$ cat src/rtl/ni_packetizer_if.sv
// Bundle between the NI packetizer and its environment: message descriptors,
// the data word stream and the flit write port into the router's local FIFO.
`ifndef AXIS
`define AXIS 4
`endif
`ifndef HEADER
`define HEADER 3'b001
`endif
`ifndef PAYLOAD
`define PAYLOAD 3'b010
`endif
`ifndef TAIL
`define TAIL 3'b100
`endif

interface ni_packetizer_if #(
  parameter int DATA_WIDTH = 32
);
  // Handshakes: a descriptor or data word transfers on the posedge where its
  // valid and ready are both high; valid may not depend on ready. flit_wr is a
  // plain strobe: a flit is written on every posedge with flit_wr high, and
  // the packetizer only raises it when fifo_full is low.
  logic                  msg_valid;
  logic                  msg_ready;
  logic [`AXIS-1:0]      msg_dst;
  logic [7:0]            msg_len;
  logic                  data_valid;
  logic                  data_ready;
  logic [DATA_WIDTH-1:0] data_in;
  logic                  fifo_full;
  logic                  flit_wr;
  logic [DATA_WIDTH+2:0] flit_out;

  modport master (
    output msg_valid, msg_dst, msg_len, data_valid, data_in, fifo_full,
    input  msg_ready, data_ready, flit_wr, flit_out
  );

  modport slave (
    input  msg_valid, msg_dst, msg_len, data_valid, data_in, fifo_full,
    output msg_ready, data_ready, flit_wr, flit_out
  );
endinterface

$ cat src/rtl/ni_packetizer.sv
// NI transmit side: turns a (dst, len) descriptor plus len data words into a
// HEADER, len flits (last one TAIL) or HEADER+empty TAIL for len==0.
`ifndef AXIS
`define AXIS 4
`endif
`ifndef HEADER
`define HEADER 3'b001
`endif
`ifndef PAYLOAD
`define PAYLOAD 3'b010
`endif
`ifndef TAIL
`define TAIL 3'b100
`endif

module ni_packetizer #(
  parameter int DATA_WIDTH = 32,
  parameter int CNT_WIDTH  = 16
) (
  input  logic                 clk,
  input  logic                 rst,
  input  logic [`AXIS-1:0]     cur_addr_rst,
  ni_packetizer_if.slave       bus,
  output logic                 busy,
  output logic [CNT_WIDTH-1:0] pkt_sent,
  output logic [1:0]           dbg_state
);
  localparam int HDR_W = 2 * `AXIS + 8;

  typedef enum logic [1:0] {
    IDLE  = 2'd0,
    HEAD  = 2'd1,
    BODY  = 2'd2,
    ZTAIL = 2'd3
  } state_t;

  state_t                state_q, state_d;
  logic [`AXIS-1:0]      cur_addr;
  logic [`AXIS-1:0]      dst_q, dst_d;
  logic [7:0]            len_q, len_d;
  logic [7:0]            cnt_q, cnt_d;
  logic [CNT_WIDTH-1:0]  sent_q, sent_d;
  logic [DATA_WIDTH-1:0] hdr_body;
  logic                  wr;

  // The node address is strapped in through reset and held for the whole run.
  always_ff @(posedge clk) begin
    if (rst) cur_addr <= cur_addr_rst;
  end

  always_ff @(posedge clk) begin
    if (rst) begin
      state_q <= IDLE;
      dst_q   <= '0;
      len_q   <= '0;
      cnt_q   <= '0;
      sent_q  <= '0;
    end else begin
      state_q <= state_d;
      dst_q   <= dst_d;
      len_q   <= len_d;
      cnt_q   <= cnt_d;
      sent_q  <= sent_d;
    end
  end

  always_comb begin
    hdr_body             = '0;
    hdr_body[HDR_W-1:0]  = {len_q, cur_addr, dst_q};
  end

  always_comb begin
    state_d        = state_q;
    dst_d          = dst_q;
    len_d          = len_q;
    cnt_d          = cnt_q;
    sent_d         = sent_q;
    wr             = 1'b0;
    bus.msg_ready  = 1'b0;
    bus.data_ready = 1'b0;
    bus.flit_out   = '0;
    case (state_q)
      IDLE: begin
        bus.msg_ready = 1'b1;
        if (bus.msg_valid) begin
          dst_d   = bus.msg_dst;
          len_d   = bus.msg_len;
          cnt_d   = bus.msg_len;
          state_d = HEAD;
        end
      end
      HEAD: begin
        wr           = ~bus.fifo_full;
        bus.flit_out = {`HEADER, hdr_body};
        if (wr) state_d = (len_q == 8'd0) ? ZTAIL : BODY;
      end
      BODY: begin
        // Data is only taken on a cycle where its flit is written too.
        bus.data_ready = ~bus.fifo_full;
        wr             = bus.data_valid & ~bus.fifo_full;
        bus.flit_out   = {((cnt_q == 8'd1) ? `TAIL : `PAYLOAD), bus.data_in};
        if (wr) begin
          cnt_d = cnt_q - 8'd1;
          if (cnt_q == 8'd1) begin
            state_d = IDLE;
            sent_d  = sent_q + 1'b1;
          end
        end
      end
      ZTAIL: begin
        wr           = ~bus.fifo_full;
        bus.flit_out = {`TAIL, {DATA_WIDTH{1'b0}}};
        if (wr) begin
          state_d = IDLE;
          sent_d  = sent_q + 1'b1;
        end
      end
      default: state_d = IDLE;
    endcase
  end

  assign bus.flit_wr = wr;
  assign busy        = (state_q != IDLE);
  assign pkt_sent    = sent_q;
  assign dbg_state   = state_q;
endmodule

$ cat src/flat_wrapper.sv
// flat-port wrapper written by rule: the top's interface ports become plain ports
module ni_packetizer_flat 
#(
  parameter int DATA_WIDTH = 32,
  parameter int CNT_WIDTH  = 16
)
  (clk, rst, cur_addr_rst, busy, pkt_sent, dbg_state, bus_msg_valid, bus_msg_dst, bus_msg_len, bus_data_valid, bus_data_in, bus_fifo_full, bus_msg_ready, bus_data_ready, bus_flit_wr, bus_flit_out);
  ni_packetizer_if #(.DATA_WIDTH(DATA_WIDTH)) bus_i ();
  input  logic clk;
  input  logic rst;
  input  logic [`AXIS-1:0] cur_addr_rst;
  output logic busy;
  output logic [CNT_WIDTH-1:0] pkt_sent;
  output logic [1:0] dbg_state;
  input wire logic [$bits(bus_i.msg_valid)-1:0] bus_msg_valid;
  input wire logic [$bits(bus_i.msg_dst)-1:0] bus_msg_dst;
  input wire logic [$bits(bus_i.msg_len)-1:0] bus_msg_len;
  input wire logic [$bits(bus_i.data_valid)-1:0] bus_data_valid;
  input wire logic [$bits(bus_i.data_in)-1:0] bus_data_in;
  input wire logic [$bits(bus_i.fifo_full)-1:0] bus_fifo_full;
  output wire logic [$bits(bus_i.msg_ready)-1:0] bus_msg_ready;
  output wire logic [$bits(bus_i.data_ready)-1:0] bus_data_ready;
  output wire logic [$bits(bus_i.flit_wr)-1:0] bus_flit_wr;
  output wire logic [$bits(bus_i.flit_out)-1:0] bus_flit_out;
  assign bus_i.msg_valid = bus_msg_valid;
  assign bus_i.msg_dst = bus_msg_dst;
  assign bus_i.msg_len = bus_msg_len;
  assign bus_i.data_valid = bus_data_valid;
  assign bus_i.data_in = bus_data_in;
  assign bus_i.fifo_full = bus_fifo_full;
  assign bus_msg_ready = bus_i.msg_ready;
  assign bus_data_ready = bus_i.data_ready;
  assign bus_flit_wr = bus_i.flit_wr;
  assign bus_flit_out = bus_i.flit_out;
  ni_packetizer #(.DATA_WIDTH(DATA_WIDTH), .CNT_WIDTH(CNT_WIDTH)) u_core (.clk(clk), .rst(rst), .cur_addr_rst(cur_addr_rst), .bus(bus_i), .busy(busy), .pkt_sent(pkt_sent), .dbg_state(dbg_state));
endmodule
$ cat config.mk
export PLATFORM = sky130hd
export DESIGN_NAME = ni_packetizer_flat
export DESIGN_NICKNAME = d
export VERILOG_FILES = /design/src/rtl/ni_packetizer_if.sv /design/src/rtl/ni_packetizer.sv /design/src/flat_wrapper.sv
export SDC_FILE = /design/constraint.sdc
export NUM_CORES = 1
export LEC_CHECK = 0
export ABC_CLOCK_PERIOD_IN_PS = 2550
export CORE_UTILIZATION = 41
export CTS_CLUSTER_DIAMETER = 120
export DETAILED_ROUTE_END_ITERATION = 8
export PLACE_DENSITY = 0.86
export SYNTH_ARGS = -nofsm -noshare
export SYNTH_HDL_FRONTEND = slang
export SYNTH_SLANG_ARGS = --single-unit
export TNS_END_PERCENT = 10
$ cat constraint.sdc
create_clock -name clk -period 2.55 [get_ports clk]
set_input_delay 0.765 -clock clk [delete_from_list [all_inputs] [get_ports clk]]
set_output_delay 0.765 -clock clk [all_outputs]
set_load 0.02 [all_outputs]
==> flow_metrics.tcl <==
set metrics [dict create \
    outcome "completed" \
    synth.avg_cell_area_sq_um 8.18 \
    fraction_of_power_consumed_by_the_clock_network_pct 27.9 \
    critical_path.max_fanout 3 \
    multi_input_area_sq_mm 0.00131 \
    cp_slowest_cell "sky130_fd_sc_hd__clkdlybuf4s50_1" \
    route.final.wire_length_um 6670 \
    sequentialPowerShare_pct 45.2 \
    coreArea_sq_mm 0.00527 \
    critical_path.endpoint_type "primary output" \
    min-delay-path-class "flip-flop to flip-flop" \
    ctsLongestPathBuffers 2 \
    worst_ep_required_time_ns 1.79 \
    final.period_utilization_pct 98.5 \
    synth_enable_flop_cells 4 \
    worst_path_dominant_cell_family "buffers and inverters" \
    combPwrFrac_pct 26.9 \
    maxCapViolCount 0 \
    finalMaxSlewViolations 0 \
    yosysTopAreaCell "sky130_fd_sc_hd__dfxtp_1" \
    antenna_cells_inserted 0 \
    rsz0062_at_grt "true" \
    detailedRoute.firstPassIterationCount 4 \
    yosysSeqAreaShare_pct 38.2 \
    synth_top_cells_by_area "sky130_fd_sc_hd__dfxtp_1 (33%), sky130_fd_sc_hd__a21oi_1 (8.7%), sky130_fd_sc_hd__a22o_1 (6.1%)" \
    fillers 435 \
    post-synth-top-area-fraction_pct 33.0 \
    vias 2503 \
    clk_pin_slew_worst_paths_ns 0.08 \
    synth.cells.most_frequent "sky130_fd_sc_hd__a21oi_1 (40), sky130_fd_sc_hd__dfxtp_1 (38), sky130_fd_sc_hd__nand2_1 (36)" \
    ys.flop_type "sky130_fd_sc_hd__dfxtp_1" \
    synth_most_common_cell "sky130_fd_sc_hd__a21oi_1" \
    vias_per_cell 5.38 \
    arrival_ns 1.75 \
    utilization_pct 68.2 \
    flops_latches_synth 42 \
    place.detailed.instances 457 \
    instance_count_along_the_most_critical_hold_path 2 \
    regToRegSetupSlack_ns 0.50 \
    timing_worst_slew_pin_value_ns 0.703 \
    synthCells 282 \
    final_net_count 450 \
    synth-warning-count 0 \
    placer_congestion_estimate 0.799 \
    timing_hold_violations_final 0 \
    seqCellArea_sq_um 882 \
    holdCritStartpoint "u_core.dst_q[1]" \
    min_delay_worst_endpoint "u_core.dst_q[1]" \
    portBuffers 109 \
    post_route_ant_nets 0 \
    worstReg2RegEnd "u_core.pkt_sent[12]" \
    grt_antenna_before_repair 0 \
    tightest_slew_margin_relative_to_the_limit_pct 53.2 \
    grt_max_degree 38 \
    mappedNetlistNets 338 \
    cp_slowest_stage_delay_ns 0.47 \
    post_cts_resized 37 \
    whs_ns 0.464 \
    cellLeakagePower_nw 1.46 \
    intPower_mw 1.13 \
    detailed_router_s_first_iteration_violation_count 183 \
    max_freq_mhz 398 \
    clock_skew_ns 0.00704 \
    regToRegStartpoint "u_core.cnt_q[1]" \
    path_buf_inv 2 \
    post-route-min-period_ns 2.51 \
    clock_tree.root_cell "sky130_fd_sc_hd__clkbuf_8" \
    start_util_pct 43.8 \
    cts_inserted_buffers 5 \
    drc 0 \
    global_route.usage.total_pct 22.9 \
    power.share.switching_pct 29.8 \
    async_flop_share_pct 0 \
    wl_per_cell_um 14.3 \
    post_cts.repair.setup_buffers 0 \
    cp_cell_instances "clkdlybuf4s50_1 > nor2_1 > dlygate4sd2_1" \
    worstSkewPairLatency_ns 0.29 \
    area_growth_pct 55.8 \
    synth.distinct_cells 37 \
    power.net_switching_uw 482 \
    fp-row-count 26 \
    power.density_cell_area_mw_per_mm2 450 \
    netlist_area_sq_mm 0.00231 \
    critical_path_class "primary input to primary output" \
    setup_viol 0 \
    die-width_um 77.0 \
    die_height_um 77.0 \
    grt_total_ovfl 0 \
    tritoncts_clock_tree "done" \
    start_kind "primary input" \
    cts_num_sinks 42 \
    die_area_sq_mm 0.00593 \
    io-pin-count 110 \
    place.detailed.hpwl_um 4980 \
    postCtsHoldBufs 0 \
    drive_gt1_share_pct 8.10 \
    vias_in_the_first_global_route 2356 \
    grt_pass1_wl_um 11000 \
    reg2reg_depth 7 \
    irDropWorstVdd_uv 340 \
    final_cells 465 \
    cts.htree.levels 2 \
]
## flip-flops by register name, summed over array words and instances, names as in the netlist
name              flops
u_core.cnt_q          8
u_core.cur_addr       4
u_core.dbg_state      2
u_core.dst_q          4
u_core.len_q          8
u_core.pkt_sent      16
## per-layer routing
metal  part of all wire (%)  up-vias  GRT usage (%)
met2                     50       76           40.5
met1                     44     1167           27.9
met5                      0        -              0
met4                   0.61        0           5.85
met3                    5.5        2           5.12
li1                       -     1258              -
## kinds of logic after synthesis
| kind of cell | share of synthesized area (%) |
|---|---|
| buffers and inverters | 5.10 |
| adder cells (fa/ha/maj) | 1.63 |
| AND/OR/NAND/NOR | 28.7 |
| multiplexers | 0.488 |
| flip-flops | 38.2 |
| AO/OA/AOI/OAI | 25.9 |
## power by group through the flow
| stage | Sequential (mW) | Clock [mW] | Combinational [mW] |
|---|---|---|---|
| 4_1_cts | 0.729 | 0.463 | 0.435 |
| 3_3_place_gp | 0.742 | 0 | 0.444 |
| 2_1_floorplan | 0.741 | 0 | 0.239 |
| 3_5_place_dp | 0.744 | 0 | 0.456 |
| 6_report | 0.730 | 0.450 | 0.435 |
| 5_1_grt | 0.734 | 0.490 | 0.472 |
## per-stage QoR
step                      setup TNS (ns)  power, mW  worst slack, ns  instance area (sq um)
after global routing            -0.00667       1.70         -0.00667                   3590
after global placement             -5.24       1.19           -0.271                   3530
final                                  0       1.62           0.0376                   3590
after floorplan                        0      0.979            0.115                   2310
after CTS                              0       1.63           0.0276                   3580
after detailed placement           -5.66       1.20           -0.246                   3530
## final cells by class
type,count,area share [%]
Multi-Input combinational cell,213,36.6
Clock inverter,1,0.244
Clock buffer,7,2.40
Timing Repair Buffer,126,33.2
Tap cell,70,2.44
Sequential cell,42,24.5
Inverter,6,0.627
## worst max-delay path by stage
stage                        startpoint                to  slack [ns]  cells past startpoint
floorplan           u_core.dbg_state[1]  bus_flit_out[17]        0.11                      5
global placement         bus_data_valid       bus_flit_wr       -0.27                      4
detailed placement       bus_data_valid       bus_flit_wr       -0.25                      4
CTS                      bus_data_valid       bus_flit_wr        0.03                      4
global route            u_core.cnt_q[1]  bus_flit_out[34]      -0.007                      6
finish                    bus_fifo_full    bus_data_ready        0.04                      3
## cell usage in the layout (no fill, tap or decap), types with 2 or more instances in the layout
cell type	Yosys	routed
sky130_fd_sc_hd__a21o_1	5	5
sky130_fd_sc_hd__a21oi_1	40	39
sky130_fd_sc_hd__a22o_1	16	16
sky130_fd_sc_hd__a31oi_1	2	2
sky130_fd_sc_hd__and2_1	21	21
sky130_fd_sc_hd__and3_1	2	2
sky130_fd_sc_hd__and4_1	2	2
sky130_fd_sc_hd__buf_4	1	16
sky130_fd_sc_hd__clkbuf_8	0	6
sky130_fd_sc_hd__clkdlybuf4s50_1	0	71
sky130_fd_sc_hd__dfxtp_1	38	37
sky130_fd_sc_hd__dlygate4sd2_1	0	35
sky130_fd_sc_hd__dlymetal6s2s_1	0	2
sky130_fd_sc_hd__edfxtp_1	4	4
sky130_fd_sc_hd__ha_1	3	3
sky130_fd_sc_hd__inv_1	6	6
sky130_fd_sc_hd__nand2_1	36	36
sky130_fd_sc_hd__nand2b_1	4	4
sky130_fd_sc_hd__nand3_1	6	6
sky130_fd_sc_hd__nand3b_1	2	2
sky130_fd_sc_hd__nand4_1	5	5
sky130_fd_sc_hd__nor2_1	9	9
sky130_fd_sc_hd__nor2b_1	4	3
sky130_fd_sc_hd__nor3b_1	2	2
sky130_fd_sc_hd__nor4_1	3	3
sky130_fd_sc_hd__o21a_1	2	2
sky130_fd_sc_hd__o21ai_0	13	13
sky130_fd_sc_hd__o31ai_1	12	12
sky130_fd_sc_hd__or3_1	3	3
sky130_fd_sc_hd__or4_1	13	13
## worst reg2reg max path: cells and delay by family, from the launching register on
kind / cells / cell delay, ns
AOI/OAI and AO/OA: 1 / 0.59
DFF: 1 / 0.39
muxes: 1 / 0.30
and+or+nand+nor: 2 / 0.27
buffers and inverters: 2 / 0.23
adders and majority gates: 1 / 0.18
Power figures use the tool's default switching activity.
